[src/rtl/mem_pkg.sv]
// Shared types and constants for the memory-access pipeline stage.
package mem_pkg;

  typedef enum logic [1:0] {
    IDLE = 2'd0,
    BUSY = 2'd1,
    DONE = 2'd2
  } state_t;

  // Access size / sign encoding carried in funct3.
  localparam logic [2:0] F3_B  = 3'b000;
  localparam logic [2:0] F3_H  = 3'b001;
  localparam logic [2:0] F3_W  = 3'b010;
  localparam logic [2:0] F3_BU = 3'b100;
  localparam logic [2:0] F3_HU = 3'b101;

  // Fault causes reported on m_fault_cause.
  localparam logic [1:0] FC_NONE     = 2'b00;
  localparam logic [1:0] FC_MISALIGN = 2'b01;
  localparam logic [1:0] FC_TIMEOUT  = 2'b10;
  localparam logic [1:0] FC_ILLEGAL  = 2'b11;

  // Classifies a memory op before it reaches the bus; FC_NONE means legal
  // (or not a memory op at all).
  function automatic logic [1:0] access_fault(input logic       rd,
                                              input logic       wr,
                                              input logic [2:0] f3,
                                              input logic [1:0] addr);
    logic [1:0] fc;
    fc = FC_NONE;
    if (rd && wr) begin
      fc = FC_ILLEGAL;
    end else if (rd || wr) begin
      case (f3)
        F3_B, F3_BU: fc = FC_NONE;
        F3_H, F3_HU: fc = addr[0] ? FC_MISALIGN : FC_NONE;
        F3_W:        fc = (addr != 2'b00) ? FC_MISALIGN : FC_NONE;
        default:     fc = FC_ILLEGAL;
      endcase
    end
    return fc;
  endfunction

endpackage

[src/rtl/lsu_load_align.sv]
// Picks the addressed byte/half out of a bus word and extends it to 32 bits.
module lsu_load_align
  import mem_pkg::*;
(
  input  logic [31:0] rdata,
  input  logic [1:0]  addr,
  input  logic [2:0]  funct3,
  output logic [31:0] data
);

  logic [7:0]  byte_sel;
  logic [15:0] half_sel;

  // Lane select followed by zero/sign extension.
  always_comb begin
    // NOTE: every variable written here gets a default first so no latch is inferred.
    data     = '0;
    byte_sel = rdata[7:0];
    half_sel = addr[1] ? rdata[31:16] : rdata[15:0];
    case (addr)
      2'd0: byte_sel = rdata[7:0];
      2'd1: byte_sel = rdata[15:8];
      2'd2: byte_sel = rdata[23:16];
      2'd3: byte_sel = rdata[31:24];
      default: byte_sel = rdata[7:0];
    endcase
    case (funct3)
      F3_B:    data = {{24{byte_sel[7]}}, byte_sel};
      F3_BU:   data = {24'b0, byte_sel};
      F3_H:    data = {{16{half_sel[15]}}, half_sel};
      F3_HU:   data = {16'b0, half_sel};
      F3_W:    data = rdata;
      default: data = '0;
    endcase
  end

endmodule

[src/rtl/mem_stage.sv]
// Memory-access stage: single-outstanding bus master, stall generation,
// fault detection and the M/WB pipeline register.
module mem_stage
  import mem_pkg::*;
#(
  parameter int unsigned TIMEOUT_CYCLES = 255
) (
  input  logic        clk,
  input  logic        rst_n,
  input  logic        m_MemToReg,
  input  logic        m_RegWrite,
  input  logic        m_MemRead,
  input  logic        m_MemWrite,
  input  logic [4:0]  m_rd,
  input  logic [2:0]  m_funct3,
  input  logic [31:0] m_alu_out,
  input  logic [31:0] m_mem_data,
  output logic        m_stall,
  output logic        bus_req,
  output logic        bus_we,
  output logic [31:0] bus_addr,
  output logic [31:0] bus_wdata,
  output logic [3:0]  bus_be,
  input  logic [31:0] bus_rdata,
  input  logic        bus_ack,
  output logic        wb_MemToReg,
  output logic        wb_RegWrite,
  output logic [4:0]  wb_rd,
  output logic [31:0] wb_alu_out,
  output logic [31:0] wb_mem_rdata,
  output logic        m_fault,
  output logic [1:0]  m_fault_cause,
  output logic [31:0] m_fault_addr
);

  // A zero timeout still needs a legal one-bit counter.
  localparam int unsigned CW = (TIMEOUT_CYCLES > 0) ? $clog2(TIMEOUT_CYCLES + 1) : 1;

  state_t      state_q, state_d;
  logic [CW-1:0] cnt_q, cnt_d, cnt_inc;
  logic        timeout_q, timeout_d;
  logic [31:0] rdata_q, rdata_d;
  logic        bus_req_q, bus_req_d, bus_we_q, bus_we_d;
  logic [31:0] bus_addr_q, bus_addr_d, bus_wdata_q, bus_wdata_d;
  logic [3:0]  bus_be_q, bus_be_d;
  logic        wb_MemToReg_q, wb_MemToReg_d, wb_RegWrite_q, wb_RegWrite_d;
  logic [4:0]  wb_rd_q, wb_rd_d;
  logic [31:0] wb_alu_out_q, wb_alu_out_d, wb_mem_rdata_q, wb_mem_rdata_d;
  logic        fault_q, fault_d;
  logic [1:0]  cause_q, cause_d;
  logic [31:0] faddr_q, faddr_d;

  logic        is_mem, stall_c;
  logic [1:0]  acc_fault;
  logic [3:0]  lane_be;
  logic [31:0] lane_wdata, load_data;

  assign is_mem    = m_MemRead | m_MemWrite;
  assign acc_fault = access_fault(m_MemRead, m_MemWrite, m_funct3, m_alu_out[1:0]);
  assign cnt_inc   = cnt_q + CW'(1);

  // Load data is aligned from the captured bus word; EX/M is frozen until DONE.
  lsu_load_align u_align (
    .rdata  (rdata_q),
    .addr   (m_alu_out[1:0]),
    .funct3 (m_funct3),
    .data   (load_data)
  );

  // Byte enables and replicated write data for the current access size.
  always_comb begin
    lane_be    = 4'b1111;
    lane_wdata = m_mem_data;
    case (m_funct3[1:0])
      2'b00: begin
        lane_be    = 4'b0001 << m_alu_out[1:0];
        lane_wdata = {4{m_mem_data[7:0]}};
      end
      2'b01: begin
        lane_be    = m_alu_out[1] ? 4'b1100 : 4'b0011;
        lane_wdata = {2{m_mem_data[15:0]}};
      end
      default: begin
        lane_be    = 4'b1111;
        lane_wdata = m_mem_data;
      end
    endcase
  end

  // Access FSM, bus request register and M/WB next-state logic.
  always_comb begin
    state_d        = state_q;
    cnt_d          = cnt_q;
    timeout_d      = timeout_q;
    rdata_d        = rdata_q;
    bus_req_d      = bus_req_q;
    bus_we_d       = bus_we_q;
    bus_addr_d     = bus_addr_q;
    bus_wdata_d    = bus_wdata_q;
    bus_be_d       = bus_be_q;
    wb_MemToReg_d  = wb_MemToReg_q;
    wb_RegWrite_d  = wb_RegWrite_q;
    wb_rd_d        = wb_rd_q;
    wb_alu_out_d   = wb_alu_out_q;
    wb_mem_rdata_d = wb_mem_rdata_q;
    fault_d        = 1'b0;
    cause_d        = FC_NONE;
    faddr_d        = '0;
    stall_c        = 1'b0;

    case (state_q)
      IDLE: begin
        if (is_mem && acc_fault == FC_NONE) begin
          stall_c       = 1'b1;
          bus_req_d     = 1'b1;
          bus_we_d      = m_MemWrite;
          bus_addr_d    = {m_alu_out[31:2], 2'b00};
          bus_be_d      = lane_be;
          bus_wdata_d   = m_MemWrite ? lane_wdata : '0;
          cnt_d         = '0;
          timeout_d     = 1'b0;
          state_d       = BUSY;
          // Bubble into WB while the access is in flight.
          wb_MemToReg_d = 1'b0;
          wb_RegWrite_d = 1'b0;
        end else begin
          wb_MemToReg_d  = m_MemToReg;
          wb_RegWrite_d  = m_RegWrite & ~is_mem;
          wb_rd_d        = m_rd;
          wb_alu_out_d   = m_alu_out;
          wb_mem_rdata_d = '0;
          if (is_mem) begin
            fault_d = 1'b1;
            cause_d = acc_fault;
            faddr_d = m_alu_out;
          end
        end
      end
      BUSY: begin
        stall_c = 1'b1;
        if (bus_ack) begin
          bus_req_d = 1'b0;
          rdata_d   = bus_rdata;
          state_d   = DONE;
        end else if (TIMEOUT_CYCLES != 0 && cnt_inc == CW'(TIMEOUT_CYCLES)) begin
          bus_req_d = 1'b0;
          timeout_d = 1'b1;
          state_d   = DONE;
        end else begin
          cnt_d = cnt_inc;
        end
      end
      DONE: begin
        wb_MemToReg_d  = m_MemToReg;
        wb_RegWrite_d  = m_RegWrite & ~timeout_q;
        wb_rd_d        = m_rd;
        wb_alu_out_d   = m_alu_out;
        wb_mem_rdata_d = (m_MemRead && !timeout_q) ? load_data : '0;
        if (timeout_q) begin
          fault_d = 1'b1;
          cause_d = FC_TIMEOUT;
          faddr_d = m_alu_out;
        end
        state_d = IDLE;
      end
      default: state_d = IDLE;
    endcase
  end

  // Stall is forced low during reset so an aborted access releases the pipeline at once.
  assign m_stall = rst_n & stall_c;

  // State, bus and M/WB registers.
  always_ff @(posedge clk or negedge rst_n) begin
    if (!rst_n) begin
      state_q        <= IDLE;
      cnt_q          <= '0;
      timeout_q      <= 1'b0;
      rdata_q        <= '0;
      bus_req_q      <= 1'b0;
      bus_we_q       <= 1'b0;
      bus_addr_q     <= '0;
      bus_wdata_q    <= '0;
      bus_be_q       <= '0;
      wb_MemToReg_q  <= 1'b0;
      wb_RegWrite_q  <= 1'b0;
      wb_rd_q        <= '0;
      wb_alu_out_q   <= '0;
      wb_mem_rdata_q <= '0;
      fault_q        <= 1'b0;
      cause_q        <= FC_NONE;
      faddr_q        <= '0;
    end else begin
      // NOTE: non-blocking so every flop samples pre-edge values regardless of order.
      state_q        <= state_d;
      cnt_q          <= cnt_d;
      timeout_q      <= timeout_d;
      rdata_q        <= rdata_d;
      bus_req_q      <= bus_req_d;
      bus_we_q       <= bus_we_d;
      bus_addr_q     <= bus_addr_d;
      bus_wdata_q    <= bus_wdata_d;
      bus_be_q       <= bus_be_d;
      wb_MemToReg_q  <= wb_MemToReg_d;
      wb_RegWrite_q  <= wb_RegWrite_d;
      wb_rd_q        <= wb_rd_d;
      wb_alu_out_q   <= wb_alu_out_d;
      wb_mem_rdata_q <= wb_mem_rdata_d;
      fault_q        <= fault_d;
      cause_q        <= cause_d;
      faddr_q        <= faddr_d;
    end
  end

  assign bus_req       = bus_req_q;
  assign bus_we        = bus_we_q;
  assign bus_addr      = bus_addr_q;
  assign bus_wdata     = bus_wdata_q;
  assign bus_be        = bus_be_q;
  assign wb_MemToReg   = wb_MemToReg_q;
  assign wb_RegWrite   = wb_RegWrite_q;
  assign wb_rd         = wb_rd_q;
  assign wb_alu_out    = wb_alu_out_q;
  assign wb_mem_rdata  = wb_mem_rdata_q;
  assign m_fault       = fault_q;
  assign m_fault_cause = cause_q;
  assign m_fault_addr  = faddr_q;

endmodule

[config.mk]
export PLATFORM = sky130hd
export DESIGN_NAME = mem_stage
export DESIGN_NICKNAME = d
export VERILOG_FILES = /design/src/rtl/mem_pkg.sv /design/src/rtl/lsu_load_align.sv /design/src/rtl/mem_stage.sv
export SDC_FILE = /design/constraint.sdc
export NUM_CORES = 1
export LEC_CHECK = 0
export ABC_AREA = 1
export CORE_ASPECT_RATIO = 0.8
export CORE_UTILIZATION = 45
export DETAILED_ROUTE_END_ITERATION = 6
export GPL_TIMING_DRIVEN = 0
export PLACE_DENSITY = 0.89
export SETUP_SLACK_MARGIN = 0.15
export SLEW_MARGIN = 20
export SYNTH_ARGS = -nofsm -noshare
export SYNTH_HDL_FRONTEND = slang
export SYNTH_SLANG_ARGS = --single-unit
[constraint.sdc]
create_clock -name clk -period 4.1 [get_ports clk]
set_clock_uncertainty 0.05 [all_clocks]
set_input_delay 0.41 -clock clk [delete_from_list [all_inputs] [get_ports clk]]
set_output_delay 0.41 -clock clk [all_outputs]
set_load 0.1 [all_outputs]
Word level (Yosys, flattened, before mapping)
Index checks and enable logic that the tools add are counted.
- output and inout port bits: 177
- register bits after elaboration: 217
- word-level logic and storage cells: 117
- bitwise gates (word level): 6
- muxes and demuxes: 53
- eq/ne operators: 17
- reductions and logical operators: 22
- add/sub/neg operators: 1
- shift operators: 1
- operators by type and width (operator ; count):
    $pmux W32 S2 ; 4
    $mux W32 ; 7
    $pmux W32 S5 ; 1
    $pmux W8 S4 ; 1
    $mux W8 ; 3
    $mux W16 ; 1
    $mux W2 ; 8
    $pmux W8 S2 ; 1
    $mux W1 ; 14
    $pmux W1 S2 ; 6
    $ne A2 B2 Y1 const B ; 5
    $pmux W5 S2 ; 1
    $add A8 B1 Y8 const B ; 1
    $eq A8 B8 Y1 const B ; 1
    $logic_not A2 Y1 ; 4
    $pmux W2 S2 ; 2
    $pmux W4 S2 ; 1
    $reduce_and A2 Y1 ; 4
    $reduce_and A4 Y1 ; 2
    $eq A2 B1 Y1 const B ; 3
    $eq A2 B2 Y1 const B ; 3
    $eq A3 B3 Y1 const B ; 2
    $pmux W2 S3 ; 1
    $reduce_bool A2 Y1 ; 3
    15 further kinds ; 21

Depth between registers and ports, before layout
Gate-level depths: netlist of the first run.
- depth after elaboration: 10
- depth in mapped cells: 13

Modules after synthesis
From an unflattened synthesis of the first run, not the netlist that was laid out.
- cell total of the unflattened synthesis: 1119
- area, all modules: 9696.8 um2
- by module, submodules not included (module ; sequential area each (um2) ; cells each ; instances ; area an instance (um2)):
    mem_stage ; 5430.2 ; 864 ; 1 ; 8613.3
    lsu_load_align ; 0.0 ; 255 ; 1 ; 1083.5

Worst setup path after synthesis of the first run
OpenSTA, ideal clock, no wires.
- path type: input to output
- start point: input m_alu_out[1]
- end point: output m_stall
- slack: 1.040 ns
- stages on the path: 12
- arrival time: 2.600 ns
- cell sequence: inv_2 -> nand2_2 -> inv_2 -> nand2_1 -> nand2_1 -> nand3_2 -> nor2_4 -> inv_2 -> nand2_2 -> buf_6 -> inv_1 -> nor2_1
- cells in the longest elaborated chain, start to end: 10
- RTL lines (item ; RTL line ; RTL):
    start: declaration ; mem_stage.sv:16 ; input logic [31:0] m_alu_out,
    $reduce_bool A2 Y1 ; mem_pkg.sv:37 ; F3_W: fc = (addr != 2'b00) ? FC_MISALIGN : FC_NONE;
    $mux W1 ; mem_pkg.sv:37 ;
    $pmux W2 S3 ; mem_pkg.sv:34 ; case (f3)
    $mux W2 ; mem_pkg.sv:33 ; end else if (rd || wr) begin
    $mux W2 ; mem_pkg.sv:31 ; if (rd && wr) begin
    $logic_not A2 Y1 ; mem_stage.sv:113 ; if (is_mem && acc_fault == FC_NONE) begin
    $logic_and A1 B1 Y1 ; mem_stage.sv:113 ;
    $mux W1 ; mem_stage.sv:113 ;
    $pmux W1 S2 ; mem_stage.sv:111 ; case (state_q)
    $and A1 B1 Y1 ; mem_stage.sv:171 ; assign m_stall = rst_n & stall_c;
    end: declaration ; mem_stage.sv:18 ; output logic m_stall,
Every way passes these cells.

Worst setup path after layout of the first run
Ends and elaborated chain as after synthesis.

==> flow_summary_export.csv, run 1 <==
group,metric,value,unit
clocking,numCtsBuffers,23,
logic_synthesis,ys_types,37,
sta,timing.hold.ws,281.1,ps
route,firstDrtPassIters,5,
run_status,status,"completed",
worst_setup_path,crit_path_max_fanout,10,
cells_and_area,final_common_cell,"nand2_1",
die,start_util,46.01,%
cells_and_area,insertedDiodeCount,0,
placement,dp_hpwl,21210,um
sta,period_needed,3378,ps
global_routing,grt_max_degree,103,
route,postRouteAntennaNets,0,
route,avgRoutedWirePerCell,18.18,um
worst_setup_path,worstReg2RegStart,"state_q[0]",
clocking,cts_sinks,217,
global_routing,groute.usage.overall,27.36,%
sta,setup_viol,0,
worst_setup_path,crit_chain,"clkdlybuf4s50_1, inv_2, nand2_2, inv_2, nand2_1, nand2_1, nand3_2, nor2_4, inv_2, nand2_2, buf_6, inv_1, nor2_1, clkbuf_2",
pwr,p_switching,5.793,mW
logic_synthesis,synth_area,0.009136,mm^2
worst_setup_path,r2r.worst_path.cells,8,
pwr,leakagePower,6.217,nW
die,ios,288,
sta,fmax,296.0,MHz
clocking,clk_pin_slew,60,ps
logic_synthesis,ys_ff_latch,217,
route,drc,0,
worst_setup_path,reg2reg_to,"m_fault_addr[27]",
worst_setup_path,required,3640,ps
worst_setup_path,crit_path_end_kind,"primary output",
worst_setup_path,cp_num_cells,14,
pwr,power.density,843.2,mW/mm^2
sta,slew_headroom,28.49,%
global_routing,grt_overflow,0,
worst_setup_path,rrSetupSlack,2110,ps
die,core,0.01986,mm^2
global_routing,grt_pass1_wl,44120,um
pwr,power.clock.fraction,18.3,%
worst_setup_path,cp.buffers_inverters,7,
pwr,swShare,52.37,%
worst_setup_path,crit_type,"input port to primary output",
clocking,cts_tree,"built",
pwr,peakVddDrop,759.1,uV
worst_setup_path,crit_family,"buffers and inverters",
sta,slew_viol_final,0,
clocking,post-cts-setup-buffers,0,
pwr,p_int,5.269,mW
cells_and_area,layout_common_cells,"nand2_1, clkdlybuf4s50_1, dfrtp_1",
sta,tightest_slew,1069,ps
route,drt-initial-drc-count,676,
clocking,cts_buffer_depth,3,
route,via_count,8339,
die,die_area,0.02088,mm^2
pwr,combPwrFrac,52.6,%
logic_synthesis,async_flop_share,100.0,%
pwr,power_frac_seq,29.1,%
die,fp.dieH,129.4,um
logic_synthesis,yosys_warnings,0,
global_routing,antenna_found_initial,0,
logic_synthesis,synth_seq_area_share,59.44,%
sta,setup_slack,721.6,ps
cells_and_area,final_nets,1433,
worst_setup_path,slowest_stage,"clkdlybuf4s50_1",
cells_and_area,drive_above_1_share,8.832,%
die,rows,46,
clocking,cts_htree_levels,1,
worst_setup_path,cp_data_arrival_time,2920,ps
logic_synthesis,synth_top_flop_cell,"dfrtp_1",
global_routing,grt_pass1_vias,8017,
route,via_per_inst,5.212,
placement,pre_cts_ws,30.10,ps
worst_setup_path,cp-start-kind,"input port",
route,drt-total-wl,29090,um
placement,gp_congestion,0.9143,
run,max-cap-violations,0,
logic_synthesis,avgSynthCellArea,9.082,um^2
die,die_x,161.3,um
worst_setup_path,timing.critical_path.mode_cell,"inv_2",
logic_synthesis,synth_cells,1006,
cells_and_area,layout-area-overhead-vs-synth,43.59,%
hold_path,hold_class,"input port to async pin",
clocking,clock_latency,510,ps
worst_setup_path,max_stage_delay,560,ps
logic_synthesis,synth_edf_count,0,
sta,hold_viol,0,
clocking,clockRootBuffer,"clkbuf_16",
placement,port_buffers,285,
sta,period_share,82.40,%
sta,rsz0062_at_grt,"false",
state kept, by name, summed over array words and instances, names as in the netlist:
signal / cells
m_fault: 1
bus_req: 1
state_q: 2
rdata_q: 32
wb_rd: 5
bus_wdata: 32
cnt_q: 8
wb_alu_out: 32
bus_we: 1
m_fault_addr: 32
m_fault_cause: 2
wb_MemToReg: 1
wb_RegWrite: 1
timeout_q: 1
bus_be: 4
bus_addr: 30
wb_mem_rdata: 32
stage by stage:
step                      power [mW]  setup TNS, ps  util [%]  instance area, um^2  instances
final                          11.06              0     66.07                13120       1600
after global routing           11.44              0     66.07                13120       1600
after CTS                      11.10              0     66.09                13120       1600
after detailed placement       9.046              0     62.36                12380       1558
after global placement         8.937       -1373600     62.06                12320       1556
after floorplan                7.428              0         -                 9140       1007
cells by family (layout without fill, tap and decap cells):
logic type | Yosys count | in the layout | share of synthesized area (%)
multiplexers | 23 | 23 | 2.835
flip-flops | 217 | 217 | 59.44
adder cells (fa/ha/maj) | 2 | 2 | 0.2739
XOR/XNOR | 1 | 1 | 0.09588
AND/OR/NAND/NOR | 447 | 447 | 19.41
AO/OA/AOI/OAI | 187 | 187 | 11.44
other | 1 | 2 | 0.04105
buffers and inverters | 128 | 457 | 6.478
power by group through the flow:
stage	Combinational [mW]	Sequential (mW)	Clock, mW
2_1_floorplan	0.939	6.49	0
3_3_place_gp	5.72	3.21	0
3_5_place_dp	5.82	3.23	0
4_1_cts	5.84	3.21	2.06
5_1_grt	6.02	3.28	2.13
6_report	5.82	3.22	2.02
area by class of cell:
class | instances | area [um^2]
Sequential cell | 217 | 5430
Timing Repair Buffer | 288 | 2918
Multi-Input combinational cell | 662 | 3118
Clock buffer | 34 | 666.9
Clock inverter | 7 | 63.81
Buffer | 50 | 299.0
Inverter | 78 | 292.8
Tap cell | 264 | 330.3
Fill cell | 1508 | 6738
how the worst max path moves through the flow:
stage	to	slack, ps	startpoint
4_1_cts	m_stall	310	m_alu_out[1]
5_1_grt	m_stall	460	m_alu_out[0]
3_5_place_dp	m_stall	30	m_alu_out[1]
6_report	m_stall	720	m_alu_out[1]
3_3_place_gp	m_stall	-6670	rst_n
2_1_floorplan	m_stall	1040	m_alu_out[1]
cells in the mapped netlist (5+ instances only):
cell	count	share of area (%)
a21oi_1	24	1.3
a22oi_1	9	0.74
buf_2	16	0.88
buf_6	11	1.4
clkbuf_1	19	0.78
dfrtp_1	217	59
inv_1	71	2.9
inv_2	6	0.25
mux2_2	23	2.8
nand2_1	301	12
nand3_1	42	2.3
nor2_1	92	3.8
o211ai_1	7	0.58
o21ai_0	114	6.2
o21ai_1	11	0.60
o21ai_2	10	0.96
o22ai_1	5	0.34
metal layers:
layer	global-route usage [%]	up-vias	wire, um	share of wire (%)
met5	0	-	0	0
met4	7.103	0	691	2.4
met3	5.826	45	2275	7.8
met2	46.50	403	14100	48
met1	35.86	4029	12020	41
li1	-	3862	-	-
what timing repair did:
| action | in CTS | in global routing |
|---|---|---|
| pin swaps | 0 | 0 |
| endpoints found under the hold margin | 14 | 0 |
| gates resized for setup | 1 | 2 |
| hold buffers | 1 | 0 |
| cloned | 0 | 0 |
| endpoints found under the setup margin | 1 | 1 |
worst register-to-register path: cells and delay by family (launching register included):
| kind | cells | cell delay, ps |
|---|---|---|
| buffers and inverters | 3 | 540 |
| flip-flops | 1 | 460 |
| AND/OR/NAND/NOR | 5 | 820 |
No activity file was read; power rests on OpenSTA's default activity.
==> run 2, diff against run 1 <==
==> constraint.sdc (replaced) <==
create_clock -name clk -period 3.2 [get_ports clk]
set_clock_uncertainty 0.05 [all_clocks]
set_input_delay 0.32 -clock clk [delete_from_list [all_inputs] [get_ports clk]]
set_output_delay 0.32 -clock clk [all_outputs]
set_load 0.1 [all_outputs]
==> run 2 against run 1 <==
  * First-iteration DRC count down 2.1%
  * Core utilization rose by 0.23 points
  * Combinational power is 28% higher
  * Hold slack worse by 97 ps
  * Cell area up 0.35%
  * Via count rose by 0.28%
  * Flip-flop and latch count unchanged
  * Sequential power up 28%
  * Die area did not move
  * Setup slack got worse by 320 ps
  * Wire length barely moved
  * Global-route usage is the same
  * Largest power group unchanged
==> flow_summary_export.csv, run 2 (same netlist as run 1, synthesis figures left out) <==
group,metric,value,unit
die,ios,288,
die,start_util,46.01,%
placement,dp.cells,1558,
die,rows,46,
worst_setup_path,cp_data_arrival_time,2430,ps
worst_setup_path,crit_type,"input port to primary output",
placement,port_buffers,285,
route,drt-initial-drc-count,662,
route,drt-total-wl,29110,um
clocking,cts_sinks,217,
clocking,clk_pin_slew,60,ps
cells_and_area,final_cell_area,0.01317,mm^2
placement,pre_cts_ws,-689.9,ps
cells_and_area,layout-area-overhead-vs-synth,44.10,%
sta,finalSetupTns,0,ps
sta,hold_viol,0,
global_routing,grt_overflow,0,
cells_and_area,fin_cells,1605,
worst_setup_path,timing.critical_path.mode_cell,"inv_2",
die,die_x,161.3,um
sta,rsz0062_at_grt,"false",
die,core,0.01986,mm^2
route,via_per_inst,5.210,
global_routing,groute.usage.overall,27.36,%
cells_and_area,fillers,1505,
worst_setup_path,cp-start-kind,"input port",
die,die_area,0.02088,mm^2
sta,period_share,87.52,%
route,avgRoutedWirePerCell,18.14,um
worst_setup_path,slowest_stage,"clkdlybuf4s50_1",
clocking,numCtsBuffers,23,
pwr,power.density,1077,mW/mm^2
worst_setup_path,crit_path_end_kind,"primary output",
cells_and_area,drive_above_1_share,9.254,%
sta,period_needed,2801,ps
sta,tightest_slew,1072,ps
sta,timing.hold.ws,184.3,ps
global_routing,antenna_found_initial,1,
clocking,clock_latency,510,ps
sta,slew_headroom,28.32,%
placement,gp_congestion,0.9143,
clocking,cts_buffer_depth,3,
cells_and_area,final_util,66.30,%
cells_and_area,layout_common_cells,"nand2_1, clkdlybuf4s50_1, dfrtp_1",
clocking,cts_htree_levels,1,
pwr,fin_total_pwr,14.18,mW
worst_setup_path,crit_path_max_fanout,10,
worst_setup_path,required,2830,ps
cells_and_area,final_nets,1437,
run_status,status,"completed",
placement,placed_area,0.01238,mm^2
hold_path,hold_class,"input port to async pin",
route,drc,0,
route,postRouteAntennaNets,0,
sta,slew_viol_final,0,
clocking,cts_tree,"built",
pwr,peakVddDrop,971.9,uV
global_routing,grt_pass1_vias,8017,
worst_setup_path,crit_chain,"clkdlybuf4s50_1, inv_2, nand2_2, inv_2, nand2_1, nand2_1, nand3_2, nor2_4, inv_2, nand2_2, buf_6, inv_1, nor2_1, buf_6",
run,max-cap-violations,0,
worst_setup_path,max_stage_delay,500,ps
global_routing,grt_pass1_wl,44120,um
global_routing,grt_max_degree,103,
die,fp.dieH,129.4,um
sta,setup_viol,0,
placement,dp_hpwl,21210,um
cells_and_area,final_common_cell,"nand2_1",
sta,setup_slack,399.4,ps
clocking,clockRootBuffer,"clkbuf_16",
route,via_count,8362,
route,firstDrtPassIters,7,
sta,fmax,357.1,MHz
pwr,leakagePower,6.255,nW
==> run 2: critical path: cells and delay by family <==
family | cells | cell delay, ps
buf+inv | 7 | 1340
simple gates | 7 | 770
==> run 2: layout make-up <==
type	instances	area (um^2)	area share [%]
multi-input cells	662	3120	23.70
plain buffers	50	299.0	2.271
diodes	1	2.502	0.01901
clock buffers	34	666.9	5.066
flip-flops and latches	217	5430	41.25
well taps	264	330.3	2.509
clock inverters	7	63.81	0.4847
repair buffers	292	2959	22.48
inverters	78	292.8	2.224
==> run 2: report_power, final <==
part           internal, mW  leakage, nW  total, mW  switching, mW
clock                  1.52        0.365       2.59           1.07
combinational          1.68         3.13       7.46           5.77
sequential             3.55         2.76       4.13          0.576
==> run 2: path summary, 6_finish.rpt <==
| kind | from | endpoint | slack, ps | cells past startpoint |
|---|---|---|---|---|
| hold / removal | rst_n | bus_addr[24] | 180 | 2 |
| setup / recovery | m_alu_out[0] | m_stall | 400 | 14 |
| hold reg to reg | bus_we | bus_we | 420 | 2 |
| min in group clk | m_rd[2] | wb_rd[2] | 310 | 3 |
| setup reg to reg | state_q[0] | m_fault_addr[27] | 1210 | 8 |
| max in group asynchronous | rst_n | bus_wdata[6] | 2170 | 3 |
==> run 2: timing repair <==
action	4_1_cts	5_1_grt
endpoints found under the setup margin	1	1
hold endpoints to repair	217	0
hold buffers	1	0
setup buffers	0	4
resized for setup	6	5
==> run 2: routing by layer <==
layer / share of wire, % / global-route usage, %
met1: 41 / 35.86
met2: 48 / 46.50
met3: 7.9 / 5.826
met4: 2.4 / 7.103
met5: 0 / 0
